### config.mk
export PLATFORM = sky130hd
export DESIGN_NAME = bram_port_arbiter_flat
export DESIGN_NICKNAME = d
export VERILOG_FILES = /design/src/rtl/bram_port_arbiter_if.sv /design/src/rtl/bram_port_arbiter.sv /design/src/flat_wrapper.sv
export SDC_FILE = /design/constraint.sdc
export NUM_CORES = 1
export LEC_CHECK = 0
export CAP_MARGIN = 20
export CORE_AREA = 2 2 319 321
export CTS_CLUSTER_SIZE = 30
export DETAILED_ROUTE_END_ITERATION = 7
export DIE_AREA = 0 0 321 323
export DONT_BUFFER_PORTS = 1
export REMOVE_ABC_BUFFERS = 1
export SLEW_MARGIN = 5
export SYNTH_ARGS = -nofsm -noshare
export SYNTH_HDL_FRONTEND = slang
export SYNTH_SLANG_ARGS = --single-unit
### constraint.sdc
create_clock -name HCLK -period 1.6 [get_ports HCLK]
set_input_delay 0.4 -clock HCLK [delete_from_list [all_inputs] [get_ports HCLK]]
set_output_delay 0.4 -clock HCLK [all_outputs]
set_load 0.02 [all_outputs]
### src/rtl/bram_port_arbiter_if.sv
// Bundle of the two requester ports and the BRAM port around bram_port_arbiter.
// The slave modport is the arbiter's view; master is the surrounding requesters/BRAM.
interface bram_port_arbiter_if #(
  parameter int ADDR_BITS  = 15,
  parameter int DATA_WIDTH = 128
);
  logic                  d_req;
  logic                  d_write;
  logic [ADDR_BITS-1:0]  d_addr;
  logic [DATA_WIDTH-1:0] d_wdata;
  logic [DATA_WIDTH-1:0] d_rdata;
  logic                  d_rdy;

  logic                  i_req;
  logic                  i_write;
  logic [ADDR_BITS-1:0]  i_addr;
  logic [DATA_WIDTH-1:0] i_wdata;
  logic [DATA_WIDTH-1:0] i_rdata;
  logic                  i_rdy;

  logic                  mem_req;
  logic                  mem_write;
  logic [ADDR_BITS-1:0]  mem_addr;
  logic [DATA_WIDTH-1:0] mem_wdata;
  logic [DATA_WIDTH-1:0] mem_rdata;
  logic                  mem_valid;

  logic                  grant_inst;

  modport slave (
    input  d_req, d_write, d_addr, d_wdata,
    input  i_req, i_write, i_addr, i_wdata,
    input  mem_rdata, mem_valid,
    output d_rdata, d_rdy, i_rdata, i_rdy,
    output mem_req, mem_write, mem_addr, mem_wdata,
    output grant_inst
  );

  modport master (
    output d_req, d_write, d_addr, d_wdata,
    output i_req, i_write, i_addr, i_wdata,
    output mem_rdata, mem_valid,
    input  d_rdata, d_rdy, i_rdata, i_rdy,
    input  mem_req, mem_write, mem_addr, mem_wdata,
    input  grant_inst
  );
endinterface

### src/rtl/bram_port_arbiter.sv
// Arbitrates the shared cache-line BRAM port between data-side and instruction-side
// requesters: data has fixed priority, inst is guaranteed a grant after MAX_STARVE data wins.
module bram_port_arbiter #(
  parameter int ADDR_BITS  = 15,
  parameter int DATA_WIDTH = 128,
  parameter int MAX_STARVE = 4
) (
  input  logic HCLK,
  input  logic HRESETn,
  bram_port_arbiter_if.slave bus
);

  localparam int CNT_W = $clog2(MAX_STARVE + 1);

  typedef enum logic [1:0] {IDLE, BUSY, RESP, GAP} state_t;

  state_t                state;
  logic [CNT_W-1:0]      starve_cnt;
  logic                  mem_req_r;
  logic                  mem_write_r;
  logic [ADDR_BITS-1:0]  mem_addr_r;
  logic [DATA_WIDTH-1:0] mem_wdata_r;
  logic [DATA_WIDTH-1:0] d_rdata_r;
  logic [DATA_WIDTH-1:0] i_rdata_r;
  logic                  d_rdy_r;
  logic                  i_rdy_r;
  logic                  grant_inst_r;
  logic                  pick_inst;

  function automatic logic [CNT_W-1:0] sat_inc(input logic [CNT_W-1:0] v);
    return (v == CNT_W'(MAX_STARVE)) ? v : v + 1'b1;
  endfunction

  // Inst only beats a pending data request once data has won MAX_STARVE times in a row.
  assign pick_inst = bus.i_req && (!bus.d_req || (starve_cnt == CNT_W'(MAX_STARVE)));

  always_ff @(posedge HCLK or negedge HRESETn) begin
    if (!HRESETn) begin
      state        <= IDLE;
      starve_cnt   <= '0;
      mem_req_r    <= 1'b0;
      mem_write_r  <= 1'b0;
      mem_addr_r   <= '0;
      mem_wdata_r  <= '0;
      d_rdata_r    <= '0;
      i_rdata_r    <= '0;
      d_rdy_r      <= 1'b0;
      i_rdy_r      <= 1'b0;
      grant_inst_r <= 1'b0;
    end else begin
      case (state)
        IDLE: begin
          if (bus.i_req || bus.d_req) begin
            mem_req_r    <= 1'b1;
            grant_inst_r <= pick_inst;
            state        <= BUSY;
            if (pick_inst) begin
              mem_write_r <= bus.i_write;
              mem_addr_r  <= bus.i_addr;
              mem_wdata_r <= bus.i_wdata;
              starve_cnt  <= '0;
            end else begin
              mem_write_r <= bus.d_write;
              mem_addr_r  <= bus.d_addr;
              mem_wdata_r <= bus.d_wdata;
              starve_cnt  <= bus.i_req ? sat_inc(starve_cnt) : '0;
            end
          end
        end
        BUSY: begin
          // rdy is raised here so it is visible during RESP, alongside the latched line.
          if (bus.mem_valid) begin
            mem_req_r <= 1'b0;
            if (!mem_write_r) begin
              if (grant_inst_r) i_rdata_r <= bus.mem_rdata;
              else              d_rdata_r <= bus.mem_rdata;
            end
            if (grant_inst_r) i_rdy_r <= 1'b1;
            else              d_rdy_r <= 1'b1;
            state <= RESP;
          end
        end
        RESP: begin
          d_rdy_r      <= 1'b0;
          i_rdy_r      <= 1'b0;
          grant_inst_r <= 1'b0;
          state        <= GAP;
        end
        GAP: begin
          state <= IDLE;
        end
        default: begin
          state <= IDLE;
        end
      endcase
    end
  end

  assign bus.mem_req    = mem_req_r;
  assign bus.mem_write  = mem_write_r;
  assign bus.mem_addr   = mem_addr_r;
  assign bus.mem_wdata  = mem_wdata_r;
  assign bus.d_rdata    = d_rdata_r;
  assign bus.i_rdata    = i_rdata_r;
  assign bus.d_rdy      = d_rdy_r;
  assign bus.i_rdy      = i_rdy_r;
  assign bus.grant_inst = grant_inst_r;

endmodule
### src/flat_wrapper.sv
// flat-port wrapper written by rule: the top's interface ports become plain ports
module bram_port_arbiter_flat 
#(
  parameter int ADDR_BITS  = 15,
  parameter int DATA_WIDTH = 128,
  parameter int MAX_STARVE = 4
)
  (HCLK, HRESETn, bus_d_req, bus_d_write, bus_d_addr, bus_d_wdata, bus_i_req, bus_i_write, bus_i_addr, bus_i_wdata, bus_mem_rdata, bus_mem_valid, bus_d_rdata, bus_d_rdy, bus_i_rdata, bus_i_rdy, bus_mem_req, bus_mem_write, bus_mem_addr, bus_mem_wdata, bus_grant_inst);
  bram_port_arbiter_if #(.ADDR_BITS(ADDR_BITS), .DATA_WIDTH(DATA_WIDTH)) bus_i ();
  input  logic HCLK;
  input  logic HRESETn;
  input wire logic [$bits(bus_i.d_req)-1:0] bus_d_req;
  input wire logic [$bits(bus_i.d_write)-1:0] bus_d_write;
  input wire logic [$bits(bus_i.d_addr)-1:0] bus_d_addr;
  input wire logic [$bits(bus_i.d_wdata)-1:0] bus_d_wdata;
  input wire logic [$bits(bus_i.i_req)-1:0] bus_i_req;
  input wire logic [$bits(bus_i.i_write)-1:0] bus_i_write;
  input wire logic [$bits(bus_i.i_addr)-1:0] bus_i_addr;
  input wire logic [$bits(bus_i.i_wdata)-1:0] bus_i_wdata;
  input wire logic [$bits(bus_i.mem_rdata)-1:0] bus_mem_rdata;
  input wire logic [$bits(bus_i.mem_valid)-1:0] bus_mem_valid;
  output wire logic [$bits(bus_i.d_rdata)-1:0] bus_d_rdata;
  output wire logic [$bits(bus_i.d_rdy)-1:0] bus_d_rdy;
  output wire logic [$bits(bus_i.i_rdata)-1:0] bus_i_rdata;
  output wire logic [$bits(bus_i.i_rdy)-1:0] bus_i_rdy;
  output wire logic [$bits(bus_i.mem_req)-1:0] bus_mem_req;
  output wire logic [$bits(bus_i.mem_write)-1:0] bus_mem_write;
  output wire logic [$bits(bus_i.mem_addr)-1:0] bus_mem_addr;
  output wire logic [$bits(bus_i.mem_wdata)-1:0] bus_mem_wdata;
  output wire logic [$bits(bus_i.grant_inst)-1:0] bus_grant_inst;
  assign bus_i.d_req = bus_d_req;
  assign bus_i.d_write = bus_d_write;
  assign bus_i.d_addr = bus_d_addr;
  assign bus_i.d_wdata = bus_d_wdata;
  assign bus_i.i_req = bus_i_req;
  assign bus_i.i_write = bus_i_write;
  assign bus_i.i_addr = bus_i_addr;
  assign bus_i.i_wdata = bus_i_wdata;
  assign bus_i.mem_rdata = bus_mem_rdata;
  assign bus_i.mem_valid = bus_mem_valid;
  assign bus_d_rdata = bus_i.d_rdata;
  assign bus_d_rdy = bus_i.d_rdy;
  assign bus_i_rdata = bus_i.i_rdata;
  assign bus_i_rdy = bus_i.i_rdy;
  assign bus_mem_req = bus_i.mem_req;
  assign bus_mem_write = bus_i.mem_write;
  assign bus_mem_addr = bus_i.mem_addr;
  assign bus_mem_wdata = bus_i.mem_wdata;
  assign bus_grant_inst = bus_i.grant_inst;
  bram_port_arbiter #(.ADDR_BITS(ADDR_BITS), .DATA_WIDTH(DATA_WIDTH), .MAX_STARVE(MAX_STARVE)) u_core (.HCLK(HCLK), .HRESETn(HRESETn), .bus(bus_i));
endmodule
**Word level (Yosys, flattened, before mapping)**

Index checks and enable logic that the tools add are counted.

- Register bits after elaboration: 409
- Input port bits: 421
- Output and inout port bits: 404
- Word-level logic and storage cells: 60

- $add $sub $neg: 1
- Equal/unequal tests: 9
- Mux-type cells: 20
- Bitwise logic cells: 2
- Reductions and logical operators: 17

Operators with widths:

| kind | count |
|---|---|
| two-way mux 128 bit | 1 |
| two-way mux 15 bit | 1 |
| AND reduction 3 bit | 4 |
| two-way mux 3 bit | 3 |
| two-way mux 1 bit | 8 |
| one-hot mux 1 bit (2 select lines) | 4 |
| one-hot mux 2 bit (4 select lines) | 1 |
| AND reduction 4 bit | 2 |
| AND reduction 2 bit | 3 |
| nonzero test 2 bit | 3 |
| == test 2 bit, second input constant | 2 |
| two-way mux 2 bit | 2 |
| inequality test 2 x 1 -> 1 bit, second input constant | 2 |
| inequality test 2 bit, second input constant | 2 |
| adder 3 x 1 -> 3 bit, second input constant | 1 |
| == test 3 bit, second input constant | 1 |
| inequality test 3 x 2 -> 1 bit, second input constant | 1 |
| == test 2 x 1 -> 1 bit, second input constant | 1 |
| logical NOT 2 bit | 1 |
| logical OR 1 bit | 2 |
| inverter 1 bit | 2 |
| logical AND 1 bit | 1 |
| logical NOT 1 bit | 1 |

**Depth between registers and ports, before layout**

- Word-level depth: 5
- Depth in mapped cells: 8
- Gate-level depth less buffers: 5

**Worst setup path after synthesis**

Ideal clock, no wire load.

- Kind: register -> register
- From: register u_core.state[1]
- To: register u_core.d_rdata_r[107], in the netlist u_core.bus.d_rdata[107]
- Library setup time: 125 ps
- Arrival: 1,604 ps
- Data required time: 1,475 ps
- Slack: -128 ps
- Cell stages (with the launch flop): 8
- Buffers on the path: 2
- Clock period less this slack: 1,728 ps
- Cells stage by stage: dfrtp_1 inv_1 ha_1 nand2_1 nor3_1 buf_2 buf_4 mux2_2

- Longest elaborated chain between the ends: 2

Ends and longest elaborated chain:

| what | line | RTL |
|---|---|---|
| start: declaration | bram_port_arbiter.sv:17 | `state_t state;` |
| start signal: assignment | bram_port_arbiter.sv:39 | `state <= IDLE;` |
| start signal: assignment | bram_port_arbiter.sv:56 | `state <= BUSY;` |
| start signal: assignment | bram_port_arbiter.sv:80 | `state <= RESP;` |
| == test 2 x 1 -> 1 bit | bram_port_arbiter.sv:51 | `case (state)` |
| AND reduction 4 bit (no source line) | - |  |
| end signal: assignment | bram_port_arbiter.sv:76 | `else d_rdata_r <= bus.mem_rdata;` |
| end: declaration | bram_port_arbiter.sv:23 | `logic [DATA_WIDTH-1:0] d_rdata_r;` |

No other way between the ends.
A chain may end at the register's enable or synchronous reset.

**Worst setup path after layout**

- From: register u_core.state[0]
- To: register u_core.mem_wdata_r[54], in the netlist u_core.bus.mem_wdata[54]

- Longest elaborated chain between the ends: 2

Ends and longest elaborated chain:

| what | line | RTL |
|---|---|---|
| logical NOT 2 bit | bram_port_arbiter.sv:51 |  |
| AND reduction 2 bit (no source line) | - |  |
| end signal: assignment | bram_port_arbiter.sv:60 | `mem_wdata_r <= bus.i_wdata;` |
| end signal: assignment | bram_port_arbiter.sv:65 | `mem_wdata_r <= bus.d_wdata;` |
| end: declaration | bram_port_arbiter.sv:22 | `logic [DATA_WIDTH-1:0] mem_wdata_r;` |

No other way between the ends.

==> reports/qor.yml <==
drt:
  vias: 15000
  via_per_inst: 4.60
  wl_um: 97100
  wl_per_cell_um: 29.7
  first_pass_iters: 5
  drc: 0
  antenna_left: 0
  drt_iter0_drc: 1115
run_status:
  outcome: "finished with violations"
  violations: "negative hold slack, negative setup slack"
cells_and_area:
  fin_nets: 2345
  area_delta_synth_final_pct: 59.4
  layout-drive-gt1-share_pct: 34.3
  fillCellCount: 10200
  stdcell_count: 3271
die:
  rows: 117
  start_util_pct: 17.3
  core_sq_um: 101000
  dieArea_sq_um: 104000
  fp.dieH_um: 323
  io_pins: 825
  dieWidth_um: 321
synthesis:
  synth-seq-area-share_pct: 58.8
  async_flop_share_pct: 100
  netlist_area_sq_um: 17400
  synth_warnings: 0
  ys_seq_elements: 409
  synth_edf_count: 0
  postSynthAreaPerCell_sq_um: 12.3
  syn-instance-count: 1414
  synth_ff_type: "dfrtp_1"
  yosys.cell_types.count: 31
placed_design:
  gp_congestion: 0.834
  dp_hpwl_um: 66600
  dp_cells: 2693
  numPortBuffers: 0
timing:
  maxSlewHeadroom_pct: 32.6
  hold_ws_ns: -0.500
  layout_setup_ws_ns: -0.312
  fin_tns_setup_ns: -73.39
  skew_ns: 0.0164
  max_freq_mhz: 523
  max_slew.worst_pin.slew_ns: 1.01
  min_period_ns: 1.91
  period_share_pct: 119
  slew_viol_final: 0
  grt_setup_unrepaired: "true"
  hold_violations: 409
  finalSetupViolCount: 450
setup_path:
  crit_fanout: 7
  ff2ff_setup_slack_ns: -0.31
  critPathKind: "flop to flop"
  reg2reg_from: "u_core.state[0]"
  ff2ff_path_depth: 9
  critPathCaptureType: "flop"
  cp.required_ns: 2.09
  start_kind: "flop"
  worstPathArrival_ns: 2.40
  worstReg2RegEnd: "u_core.bus.mem_wdata[54]"
power:
  power_leakage_nw: 11.7
  ir_drop_v: 0.00130
  totalPowerFinal_mw: 57.6
  power_density_nw_per_um2: 2070
hold_path:
  hold_class: "input pin to async pin"
clock_tree:
  htreeDepth: 2
  max-clock-path-buffers: 3
  cts_tree: "done"
  cts.sinks: 409
  cts-root-buf: "clkbuf_16"
  clock_latency_ns: 0.60
  numCtsBuffers: 46
  clkSlewWorstSetupHoldPaths_ns: 0.06
grt:
  antenna_found_initial: 30
  grt-ovfl-total: 0
  grt_max_degree: 410
  grt_pass1_wl_um: 122000
  first_global_vias: 14400
  gr-usage-all-layers_pct: 16.7
run:
  max_cap_violations: 0
[cell usage after synthesis (4+ instances only)]
cell	instances	area share, %
clkbuf_1	59	1.3
buf_6	8	0.52
dfrtp_1	409	59
a21oi_1	4	0.11
nand2_1	293	6.3
o211ai_2	60	4.3
buf_4	12	0.52
ha_1	5	0.36
buf_1	19	0.41
buf_2	28	0.80
o211ai_1	84	3.6
nor2_1	5	0.11
mux2_2	259	17
nand4_1	144	5.2
inv_1	6	0.13
[how the worst max path moves through the flow]
stage	slack [ns]	cells after the start	to	from
final	-0.31	9	u_core.bus.mem_wdata[54]	u_core.state[0]
after detailed placement	-0.33	7	u_core.bus.d_rdata[103]	u_core.state[1]
after CTS	-0.29	9	u_core.bus.d_rdata[101]	u_core.state[1]
after global placement	-0.35	7	u_core.bus.d_rdata[119]	u_core.state[1]
after global routing	-0.38	9	u_core.bus.mem_wdata[54]	u_core.state[0]
after floorplan	-10.41	4	u_core.starve_cnt[1]	u_core.state[0]
[where the power goes]
group          switching [mW]  internal [mW]  leakage (nW)
logic                    8.03           10.1          5.93
registers                12.7           15.4          5.00
clock network            4.63           6.72         0.791
total                    25.4           32.2          11.7
[cell families after synthesis]
family | count (synthesis) | share of synthesized area (%)
AO/OA/AOI/OAI | 159 | 8.54
adder cells (fa/ha/maj) | 5 | 0.359
buffers and inverters | 132 | 3.65
flip-flops | 409 | 58.8
multiplexers | 259 | 16.8
AND/OR/NAND/NOR | 450 | 11.9
[registers in the layout, summed over array words and instances (netlist names)]
register and count:
u_core.bus.d_rdata 128, u_core.bus.i_rdata 128, u_core.bus.mem_wdata 128, u_core.bus.mem_addr 15, u_core.starve_cnt 3, u_core.state 2
u_core.bus.d_rdy 1, u_core.bus.grant_inst 1, u_core.bus.i_rdy 1, u_core.bus.mem_req 1, u_core.bus.mem_write 1
[layer usage]
metal / wire length (um) / GRT usage, % / vias up
li1: - / - / 6135
met1: 36300 / 19.5 / 7591
met2: 46900 / 28.7 / 1086
met3: 9790 / 6.23 / 226
met4: 3990 / 4.58 / 10
met5: 62 / 0 / -
[through the flow]
stage | instance area (sq um) | utilization, % | setup slack, ns
global route | 27700 | 27.6 | -0.383
CTS | 26300 | 26.1 | -0.289
floorplan | 16800 | - | -10.41
detailed placement | 19400 | 19.3 | -0.327
finish | 27800 | 27.6 | -0.312
global placement | 19400 | 19.3 | -0.352
[repair_timing]
item / CTS / global route
setup buffers: 27 / 20
gates resized for setup: 130 / 204
pin swaps: 2 / 52
hold endpoints to repair: 811 / 425
gates cloned: 15 / 25
hold buffers: 400 / 5
endpoints found under the setup margin: 492 / 495
[cell usage in the layout, fill, tap and decap left out, types with 43 or more instances in the layout]
cell / n
mux2_4: 85
mux2_2: 174
nand2_1: 212
nand2_2: 43
dfrtp_1: 406
dlygate4sd3_1: 405
nand4_1: 144
clkbuf_16: 68
buf_4: 54
o211ai_2: 60
o211ai_1: 84
[layout make-up]
class	instances	area (sq um)	share of cell area (%)
Clock buffer	65	1350	4.88
Antenna cell	8	20.0	0.0721
Multi-Input combinational cell	873	7340	26.5
Timing Repair Buffer	583	6890	24.8
Sequential cell	409	10200	36.9
Clock inverter	18	251	0.906
Inverter	6	25.0	0.0902
Tap cell	1309	1640	5.90
[worst max-delay path, cell delays in order, from the launching register on]
cell       delay [ns]
dfrtp_1          0.42
buf_6            0.13
inv_4            0.03
ha_4             0.17
buf_12           0.15
o21ai_4          0.18
buf_12           0.23
clkbuf_16        0.19
nand2_1          0.10
o211ai_1         0.17
Power figures use the tool's default switching activity.
